### config.mk
export PLATFORM = sky130hd
export DESIGN_NAME = eth_sw_top
export DESIGN_NICKNAME = d
export VERILOG_FILES = /design/src/rtl/eth_sw_top.sv
export SDC_FILE = /design/constraint.sdc
export NUM_CORES = 2
export LEC_CHECK = 0
export BUFFER_PORTS_ARGS = -buffer_cell sky130_fd_sc_hd__buf_2
export CORE_UTILIZATION = 50
export CTS_CLUSTER_SIZE = 40
export DETAILED_ROUTE_END_ITERATION = 12
export GPL_ROUTABILITY_DRIVEN = 0
export GPL_TIMING_DRIVEN = 0
export PLACE_DENSITY = 0.66
export SLEW_MARGIN = 25
export SYNTH_ARGS = -nofsm -noshare
export SYNTH_HDL_FRONTEND = slang
export SYNTH_SLANG_ARGS = --single-unit
### constraint.sdc
create_clock -name clk -period 5.8 [get_ports clk]
set_input_delay 0.58 -clock clk [delete_from_list [all_inputs] [get_ports clk]]
set_output_delay 0.58 -clock clk [all_outputs]
set_load 0.01 [all_outputs]
### src/rtl/eth_sw_top.sv
// 2x2 packet switch: ingress A/B -> four path FIFOs -> per-egress packet-granular round-robin arbiters.
// Optional ETH_SW_BROADCAST_EN: sop address 8'hFF replicates a packet to both egress ports.
module eth_sw_top #(
  parameter int          DATA_W     = 32,
  parameter int          DEPTH      = 16,
  parameter logic [7:0]  PORTA_ADDR = 8'hAA,
  parameter logic [7:0]  PORTB_ADDR = 8'hBB
) (
  input  logic              clk,
  input  logic              rstn,
  input  logic [DATA_W-1:0] indataA,
  input  logic [DATA_W-1:0] indataB,
  input  logic              insopA,
  input  logic              insopB,
  input  logic              ineopA,
  input  logic              ineopB,
  input  logic              rd_en,
  output logic [DATA_W-1:0] outdataA,
  output logic [DATA_W-1:0] outdataB,
  output logic              outsopA,
  output logic              outsopB,
  output logic              outeopA,
  output logic              outeopB,
  output logic              portAstall_full,
  output logic              portBstall_full,
  output logic              portAstall_empty,
  output logic              portBstall_empty
);

  localparam int AW = $clog2(DEPTH);
  localparam int EW = DATA_W + 2;

  localparam logic [1:0] ING_IDLE = 2'd0;
  localparam logic [1:0] ING_FWD  = 2'd1;
  localparam logic [1:0] ING_DROP = 2'd2;

  localparam logic [1:0] ARB_IDLE   = 2'd0;
  localparam logic [1:0] ARB_SEND_A = 2'd1;
  localparam logic [1:0] ARB_SEND_B = 2'd2;

  // FIFO index = src*2 + dst : 0 A->A, 1 A->B, 2 B->A, 3 B->B
  logic [3:0]        wr;
  logic [3:0]        pop;
  logic [3:0]        full;
  logic [3:0]        empty;
  logic [EW-1:0]     head [4];

  logic [DATA_W-1:0] in_data [2];
  logic              in_sop  [2];
  logic              in_eop  [2];
  logic [1:0]        ing_wmask [2];
  logic [1:0]        arb_pop   [2];

  logic [DATA_W-1:0] eg_data [2];
  logic              eg_sop  [2];
  logic              eg_eop  [2];

  assign in_data[0] = indataA;
  assign in_data[1] = indataB;
  assign in_sop[0]  = insopA;
  assign in_sop[1]  = insopB;
  assign in_eop[0]  = ineopA;
  assign in_eop[1]  = ineopB;

  genvar gf, gp, ge;

  for (gf = 0; gf < 4; gf++) begin : g_fifo
    localparam int SRC = gf / 2;
    localparam int DST = gf % 2;

    logic [EW-1:0] mem [DEPTH];
    logic [AW-1:0] wr_ptr;
    logic [AW-1:0] rd_ptr;
    logic [AW:0]   cnt;

    assign full[gf]  = (cnt == (AW+1)'(DEPTH));
    assign empty[gf] = (cnt == '0);
    assign head[gf]  = mem[rd_ptr];
    assign pop[gf]   = arb_pop[DST][SRC];
    // A pop in the same cycle frees the slot, so a full FIFO can still accept
    assign wr[gf]    = ing_wmask[SRC][DST] && (!full[gf] || pop[gf]);

    always_ff @(posedge clk) begin
      if (rstn) begin
        wr_ptr <= '0;
        rd_ptr <= '0;
        cnt    <= '0;
      end else begin
        if (wr[gf])  wr_ptr <= wr_ptr + AW'(1);
        if (pop[gf]) rd_ptr <= rd_ptr + AW'(1);
        cnt <= cnt + {{AW{1'b0}}, wr[gf]} - {{AW{1'b0}}, pop[gf]};
      end
    end

    always_ff @(posedge clk) begin
      if (wr[gf]) mem[wr_ptr] <= {in_sop[SRC], in_eop[SRC], in_data[SRC]};
    end
  end

  for (gp = 0; gp < 2; gp++) begin : g_ing
    localparam int F_TO_A = 2 * gp;
    localparam int F_TO_B = 2 * gp + 1;

    logic [1:0] st, st_nxt;
    logic [1:0] mask, mask_nxt;
    logic [1:0] wmask;
    logic [1:0] dec;

    // mask bit0 = egress A, bit1 = egress B; a zero decode means drop
    always_comb begin
      st_nxt   = st;
      mask_nxt = mask;
      wmask    = 2'b00;
      dec      = 2'b00;
      if (in_sop[gp]) begin
        if (in_data[gp][7:0] == PORTA_ADDR) dec = 2'b01;
        else if (in_data[gp][7:0] == PORTB_ADDR) dec = 2'b10;
`ifdef ETH_SW_BROADCAST_EN
        else if (in_data[gp][7:0] == 8'hFF && !full[F_TO_A] && !full[F_TO_B]) dec = 2'b11;
`endif
        wmask    = dec;
        mask_nxt = dec;
        if (in_eop[gp])       st_nxt = ING_IDLE;
        else if (dec != 2'b00) st_nxt = ING_FWD;
        else                   st_nxt = ING_DROP;
      end else if (st == ING_FWD) begin
        wmask = mask;
        if (in_eop[gp]) st_nxt = ING_IDLE;
      end else if (st == ING_DROP) begin
        if (in_eop[gp]) st_nxt = ING_IDLE;
      end
    end

    assign ing_wmask[gp] = wmask;

    always_ff @(posedge clk) begin
      if (rstn) begin
        st   <= ING_IDLE;
        mask <= 2'b00;
      end else begin
        st   <= st_nxt;
        mask <= mask_nxt;
      end
    end
  end

  for (ge = 0; ge < 2; ge++) begin : g_arb
    localparam int FA = ge;
    localparam int FB = 2 + ge;

    logic [1:0]        st, st_nxt;
    logic              rr, rr_nxt;
    logic              qa, qb;
    logic              sel;
    logic              sel_vld;
    logic [1:0]        pop_src;
    logic [EW-1:0]     pop_word_p0;
    logic              pop_vld_p0;
    logic [DATA_W-1:0] out_data_p1;
    logic              out_sop_p1;
    logic              out_eop_p1;

    assign qa = !empty[FA] && head[FA][EW-1];
    assign qb = !empty[FB] && head[FB][EW-1];

    // rr = 0 favours ingress A when both heads carry sop
    always_comb begin
      st_nxt  = st;
      rr_nxt  = rr;
      sel     = 1'b0;
      sel_vld = 1'b0;
      pop_src = 2'b00;
      case (st)
        ARB_IDLE: begin
          sel_vld = qa || qb;
          sel     = (qa && qb) ? rr : qb;
        end
        ARB_SEND_A: begin
          sel     = 1'b0;
          sel_vld = !empty[FA];
        end
        ARB_SEND_B: begin
          sel     = 1'b1;
          sel_vld = !empty[FB];
        end
        default: ;
      endcase
      pop_word_p0 = sel ? head[FB] : head[FA];
      pop_vld_p0  = rd_en && sel_vld;
      if (pop_vld_p0) begin
        pop_src = sel ? 2'b10 : 2'b01;
        if (pop_word_p0[EW-2]) begin
          st_nxt = ARB_IDLE;
          rr_nxt = ~sel;
        end else begin
          st_nxt = sel ? ARB_SEND_B : ARB_SEND_A;
        end
      end
    end

    assign arb_pop[ge] = pop_src;

    // pop stage -> registered egress outputs
    always_ff @(posedge clk) begin
      if (rstn) begin
        st          <= ARB_IDLE;
        rr          <= 1'b0;
        out_data_p1 <= '0;
        out_sop_p1  <= 1'b0;
        out_eop_p1  <= 1'b0;
      end else begin
        st          <= st_nxt;
        rr          <= rr_nxt;
        out_data_p1 <= pop_vld_p0 ? pop_word_p0[DATA_W-1:0] : '0;
        out_sop_p1  <= pop_vld_p0 && pop_word_p0[EW-1];
        out_eop_p1  <= pop_vld_p0 && pop_word_p0[EW-2];
      end
    end

    assign eg_data[ge] = out_data_p1;
    assign eg_sop[ge]  = out_sop_p1;
    assign eg_eop[ge]  = out_eop_p1;
  end

  assign outdataA = eg_data[0];
  assign outdataB = eg_data[1];
  assign outsopA  = eg_sop[0];
  assign outsopB  = eg_sop[1];
  assign outeopA  = eg_eop[0];
  assign outeopB  = eg_eop[1];

  assign portAstall_full  = full[0] | full[1];
  assign portBstall_full  = full[2] | full[3];
  assign portAstall_empty = empty[0] & empty[2];
  assign portBstall_empty = empty[1] & empty[3];

endmodule

# ---- Word level (Yosys, flattened, before mapping)
# Memories as Yosys holds them, arrays and structs flattened. A register that Yosys moved wholly into a read port is not among the register bits.
# Cells that the tools add are included.
dict set report totals {
  reg_bits 134
  latch_bits 0
  mem_bits_rw 2176
  rom_bits 0
  input_bits 71
  n_memories 4
}
# name words width rd rd_clocked_by_memory_dff wr line_no
set mem_list {}
lappend mem_list {{g_fifo[0].mem} 16 34 1 1 1 71} ;# logic [EW-1:0] mem [DEPTH];
lappend mem_list {{g_fifo[1].mem} 16 34 1 1 1 71}
lappend mem_list {{g_fifo[2].mem} 16 34 1 1 1 71}
lappend mem_list {{g_fifo[3].mem} 16 34 1 1 1 71}
dict set report classes {
  addsub 16
  mul 0
  div 0
  order_cmp 0
  eq_ne 16
  shifts 0
  n_mux 52
  bitwise 8
  reduce_logical 44
}
# op n
set ops {}
lappend ops {{$mux 34} 2}
lappend ops {{$mux 2} 28}
lappend ops {{$add 4x1->4 const B} 8}
lappend ops {{$eq 8x8->1 const B} 4}
lappend ops {{$mux 4} 8}
lappend ops {{$add 5x1->5} 4}
lappend ops {{$eq 5x5->1 const B} 4}
lappend ops {{$logic_not 5->1} 4}
lappend ops {{$sub 5x1->5} 4}
lappend ops {{$logic_and 1x1->1} 16}
lappend ops {{$mux 1} 10}
lappend ops {{$eq 2x1->1 const B} 4}
lappend ops {{$eq 2x2->1 const B} 4}
lappend ops {{$logic_not 1->1} 8}
lappend ops {{$logic_or 1x1->1} 6}
lappend ops {{$pmux 1 s3} 2}
lappend ops {{$reduce_bool 3->1} 2}
lappend ops {{$logic_not 2->1} 2}
lappend ops {{$not 1->1} 4}
lappend ops {{$pmux 1 s2} 2}
lappend ops {{$reduce_and 2->1} 2}
lappend ops {{$reduce_bool 2->1} 2}
lappend ops {{$reduce_or 2->1} 2}
lappend ops {{$and 1x1->1} 2}
lappend ops {{$or 1x1->1} 2}

# ---- Depth between registers and ports, before layout
dict set report depth {
  ltp_word 12
  depth_mapped 18
}

# ---- Worst setup path after synthesis
# No wires, ideal clock.
dict set report synth_timing {
  kind {reg-to-reg}
  start {register g_fifo[3].cnt[3]}
  end {memory g_fifo[1].mem[3][0] (netlist name), enable pin}
  setup_time_ps 468
  t_arrival_ps 4387
  required_time_ps 5332
  setup_slack_ps 946
  path_stages_with_launch 10
  n_path_buf 0
  period_less_slack_ps 4854
  path_cell_list {dfxtp_1 > inv_1 > ha_1 > or4b_1 > and2_1 > a22oi_2 > a221o_1 > a41oi_4 > nand2b_2 > nor3_1}
}
dict set report synth_via {
  elab_chain_len 12
}
# element line_no
set synth_rtl {}
lappend synth_rtl {{start: declaration} 74} ;# logic [AW:0] cnt;
lappend synth_rtl {{start signal: assignment} 91} ;# cnt <= cnt + {{AW{1'b0}}, wr[gf]} - {{AW{1'b0}}, pop[gf]};
lappend synth_rtl {{$logic_not 5->1 *} 77} ;# assign empty[gf] = (cnt == '0);
lappend synth_rtl {{$logic_not 1->1 *} {164, 184}}
lappend synth_rtl {{$logic_and 1x1->1} 164} ;# assign qb = !empty[FB] && head[FB][EW-1];
lappend synth_rtl {{$logic_and 1x1->1} 176} ;# sel = (qa && qb) ? rr : qb;
lappend synth_rtl {{$mux 1} 176}
lappend synth_rtl {{$pmux 1 s2} 173} ;# case (st)
lappend synth_rtl {{$mux 2} 191} ;# pop_src = sel ? 2'b10 : 2'b01;
lappend synth_rtl {{$mux 2 *} 190} ;# if (pop_vld_p0) begin
lappend synth_rtl {{$logic_or 1x1->1 *} 81} ;# assign wr[gf] = ing_wmask[SRC][DST] && (!full[gf] || pop[gf]);
lappend synth_rtl {{$logic_and 1x1->1 *} 81}
lappend synth_rtl {{$mux 1 *} 96} ;# if (wr[gf]) mem[wr_ptr] <= {in_sop[SRC], in_eop[SRC], in_data[SRC]};
lappend synth_rtl {{$mux 1 (implied by the code) *} 96}
lappend synth_rtl {{end: declaration} 71}
# Every way passes the cells marked *; elsewhere a longest branch is shown, timed or not.

==> run_results.csv <==
group,metric,value,unit
cts,cts_num_sinks,2326,
cells_and_area,fin_nets,4480,
setup_path,critPathRequiredTime,6470,ps
placement,dp_cells,6479,
placement,dpl.hpwl,129,mm
synthesis,syn-num-nets,4048,
floorplan,die_x,423,um
power_and_ir_drop,internal_power,0.0290,W
cells_and_area,final_common_cell,"edfxtp_1",
synthesis,ys_seq_area_share,77.0,%
cts,clkTransAtPathRegs,60,ps
floorplan,die_h,423,um
setup_path,start_kind,"flip-flop",
setup_path,end_kind,"flip-flop",
timing,setup_viol,0,
cts,clock_latency,840,ps
synthesis,async_flop_share,0,%
detailed_routing,drt_pass1_iterations,5,
cts,cts_tree,"built",
cts,cts_buffer_depth,3,
floorplan,ioPinCount,143,
placement,io_buffers,142,
floorplan,die_area,179000,um2
floorplan,initial_utilization,50.4,%
synthesis,synth_ff_type,"edfxtp_1",
detailed_routing,viasPerCell,6.07,
grt,grt_usage,23.4,%
setup_path,crit_fanout,10,
cts,htree_num_levels,4,
timing,drv_slew,0,
detailed_routing,ant_nets,0,
timing,clock_skew,38.1,ps
timing,fmax,0.241,GHz
setup_path,r2r_cells,16,
power_and_ir_drop,power.leakage,31.3,nW
cts,ctsHoldBuffers,0,
timing,finalHoldViolCount,0,
synthesis,synth_cell_types,74,
synthesis,synth.area.top_cells,"edfxtp_1, mux4_2, dfxtp_1",
cells_and_area,final_cell_mix,"edfxtp_1, mux4_2, clkbuf_16, buf_2, nand2_1",
timing,fin_setup_tns,0,ps
power_and_ir_drop,clkPwrFrac,37.0,%
timing,final.period_utilization,71.5,%
synthesis,yosysTopAreaCell,"edfxtp_1",
floorplan,num_rows,154,
setup_path,slowest_stage,"clkbuf_1",
grt,grt_pass1_wl,299,mm
power_and_ir_drop,ir_worst_vdd,0.278,mV
floorplan,coreArea,176000,um2
grt,grt.overflow.total,0,
power_and_ir_drop,seqPwrFrac,48.6,%
cells_and_area,syn2layout_area_growth,13.9,%
timing,tightest_slew,993,ps
cts,cts_buffers,223,
synthesis,synth_edf_count,2176,
detailed_routing,drtIter0Drc,4980,
timing,layout_min_cycle_time,4150,ps
grt,grt_pass1_vias,42581,
setup_path,worst_path_largest_cell_delay,520,ps
timing,rsz0062_at_grt,"false",
cells_and_area,multi_input_area,19700,um2
setup_path,crit_buf_inv,4,
setup_path,setup.worst_path.end,"g_fifo[3].cnt[4]",
setup_path,rr_endpoint,"g_fifo[3].cnt[4]",
detailed_routing,remaining_drc_errors,0,
job,drv_cap,0,
setup_path,cp.depth,16,
setup_path,path_class,"reg2reg",
synthesis,syn_avg_cell_area,22.6,um2
power_and_ir_drop,finalPower,0.0383,W
cells_and_area,regArea,68300,um2
cells_and_area,fin_cells,6888,
synthesis,synth_top_area_share,73.6,%
timing,timing.slew.headroom,33.8,%
cells_and_area,drive_gt1_share,30.0,%
grt,antenna_found_initial,12,
power_and_ir_drop,switching_power,0.00928,W
setup_path,worstPathArrival,4820,ps
cts,cts_root_buffer,"clkbuf_16",
power_and_ir_drop,p_sw_share,24.2,%
cts,post_cts_buffers,0,
min_path,hold_path_class,"in2reg",
grt,grt_max_degree,39,
detailed_routing,routed_wl,208,mm
cells_and_area,num-fill-cells,12785,
detailed_routing,wire_per_inst,30.2,um
synthesis,synth_cells,3932,
cts,cts_resized,0,
power_and_ir_drop,powerDensity,379,nW/um2
synthesis,syn_area,88700,um2
detailed_routing,vias,41798,
setup_path,crit_chain,"clkbuf_1 > mux4_2 > mux2i_4 > o22ai_2 > a221oi_4 > a31oi_4 > nor2_2 > buf_2 > ha_1 > inv_1 > fa_1 > inv_1 > a21oi_1 > nor2_1 > or3_1 > a21oi_1",
power_and_ir_drop,combPwrFrac,14.4,%
setup_path,path_delay_family,"buffers and inverters",
synthesis,yosys_warnings,0,
setup_path,r2r_slack,1650,ps
synthesis,synth-seq-cells,2326,
outcome,status,"finished clean",
[layer usage]
layer / up-vias / part of all wire [%] / GRT usage (%)
met1: 22350 / 42 / 34.3
met4: 2 / 3.0 / 7.21
met3: 291 / 7.6 / 3.84
met2: 1753 / 48 / 36.5
li1: 17402 / - / -
met5: - / 0.0043 / 0
[power groups by stage]
stage | Clock [W] | Combinational [W] | Sequential (W)
after CTS | 0.0143 | 0.00559 | 0.0186
after global placement | 0 | 0.00549 | 0.0190
after floorplan | 0 | 0.00369 | 0.0190
after global routing | 0.0150 | 0.00592 | 0.0186
after detailed placement | 0 | 0.00556 | 0.0190
final | 0.0142 | 0.00551 | 0.0186
[worst register-to-register path: stages, from the launching register on]
cell,delay [ps]
dfxtp_1,350
clkbuf_1,520
mux4_2,440
mux2i_4,190
o22ai_2,140
a221oi_4,400
a31oi_4,180
nor2_2,340
buf_2,300
ha_1,200
inv_1,60
fa_1,440
inv_1,80
a21oi_1,60
nor2_1,110
or3_1,120
a21oi_1,60
[cell families after synthesis]
family                   synth area share [%]
AND/OR/NAND/NOR                          2.23
AO/OA/AOI/OAI                            1.35
flip-flops                               77.0
XOR/XNOR                                0.188
adder cells (fa/ha/maj)                 0.668
buffers and inverters                    1.16
multiplexers                             17.4
[final cells by class]
cell class / instances / area share, %
flip-flops and latches: 2326 / 67.7
multi-input cells: 1361 / 19.5
clock buffers: 283 / 6.08
well taps: 2340 / 2.90
repair buffers: 207 / 1.90
clock inverters: 122 / 0.944
plain buffers: 195 / 0.847
inverters: 50 / 0.186
diodes: 4 / 0.00991
[flip-flops by register name (all words and copies together), names as in the netlist, named ones only]
signal	flops
g_fifo.mem	2176
outdataA	32
outdataB	32
g_fifo.cnt	20
g_fifo.rd_ptr	16
g_fifo.wr_ptr	16
g_arb.st	4
g_ing.mask	4
g_ing.st	4
g_arb.rr	2
outeopA	1
outeopB	1
outsopA	1
outsopB	1
[worst min path at each step]
stage,from,endpoint,slack [ps],cells after the start
2_1_floorplan,g_ing[1].mask[0],g_ing[1].mask[0],440,2
3_3_place_gp,g_ing[1].mask[0],g_ing[1].mask[0],460,2
3_5_place_dp,g_ing[1].mask[0],g_ing[1].mask[0],470,2
4_1_cts,rstn,g_fifo[3].wr_ptr[1],40,3
5_1_grt,rstn,g_fifo[3].wr_ptr[1],110,3
6_report,rstn,g_fifo[3].wr_ptr[1],110,3
[cell usage after synthesis (3+ instances only)]
library cell,instances
a21o_1,4
a21oi_1,104
a221oi_1,3
a2bb2oi_1,3
a31oi_1,7
and2_1,13
and3_1,48
buf_1,7
buf_2,64
buf_6,3
clkbuf_1,119
dfxtp_1,150
edfxtp_1,2176
fa_1,4
ha_1,41
inv_1,50
mux2_2,8
mux2i_1,15
mux4_2,672
nand2_1,154
nand2b_1,11
nand3_1,22
nand4_1,4
nor2_1,92
nor2b_1,20
nor3_1,12
nor3b_1,4
nor4b_1,3
o211ai_1,3
o21a_1,7
o21ai_0,19
or2_2,3
or3_1,14
or4b_1,4
xnor2_1,6
xor2_1,13
[stage by stage]
| stage | utilization (%) | cell area [um2] | setup WS (ps) | hold slack [ps] |
|---|---|---|---|---|
| after global routing | 57.4 | 101000 | 1420 | 114 |
| after global placement | 52.4 | 92400 | -2400 | 456 |
| final | 57.4 | 101000 | 1650 | 113 |
| after floorplan | - | 88700 | 946 | 444 |
| after CTS | 57.4 | 101000 | 1630 | 36.0 |
| after detailed placement | 53.3 | 93900 | 1330 | 468 |
(Power assumes the default switching activity.)
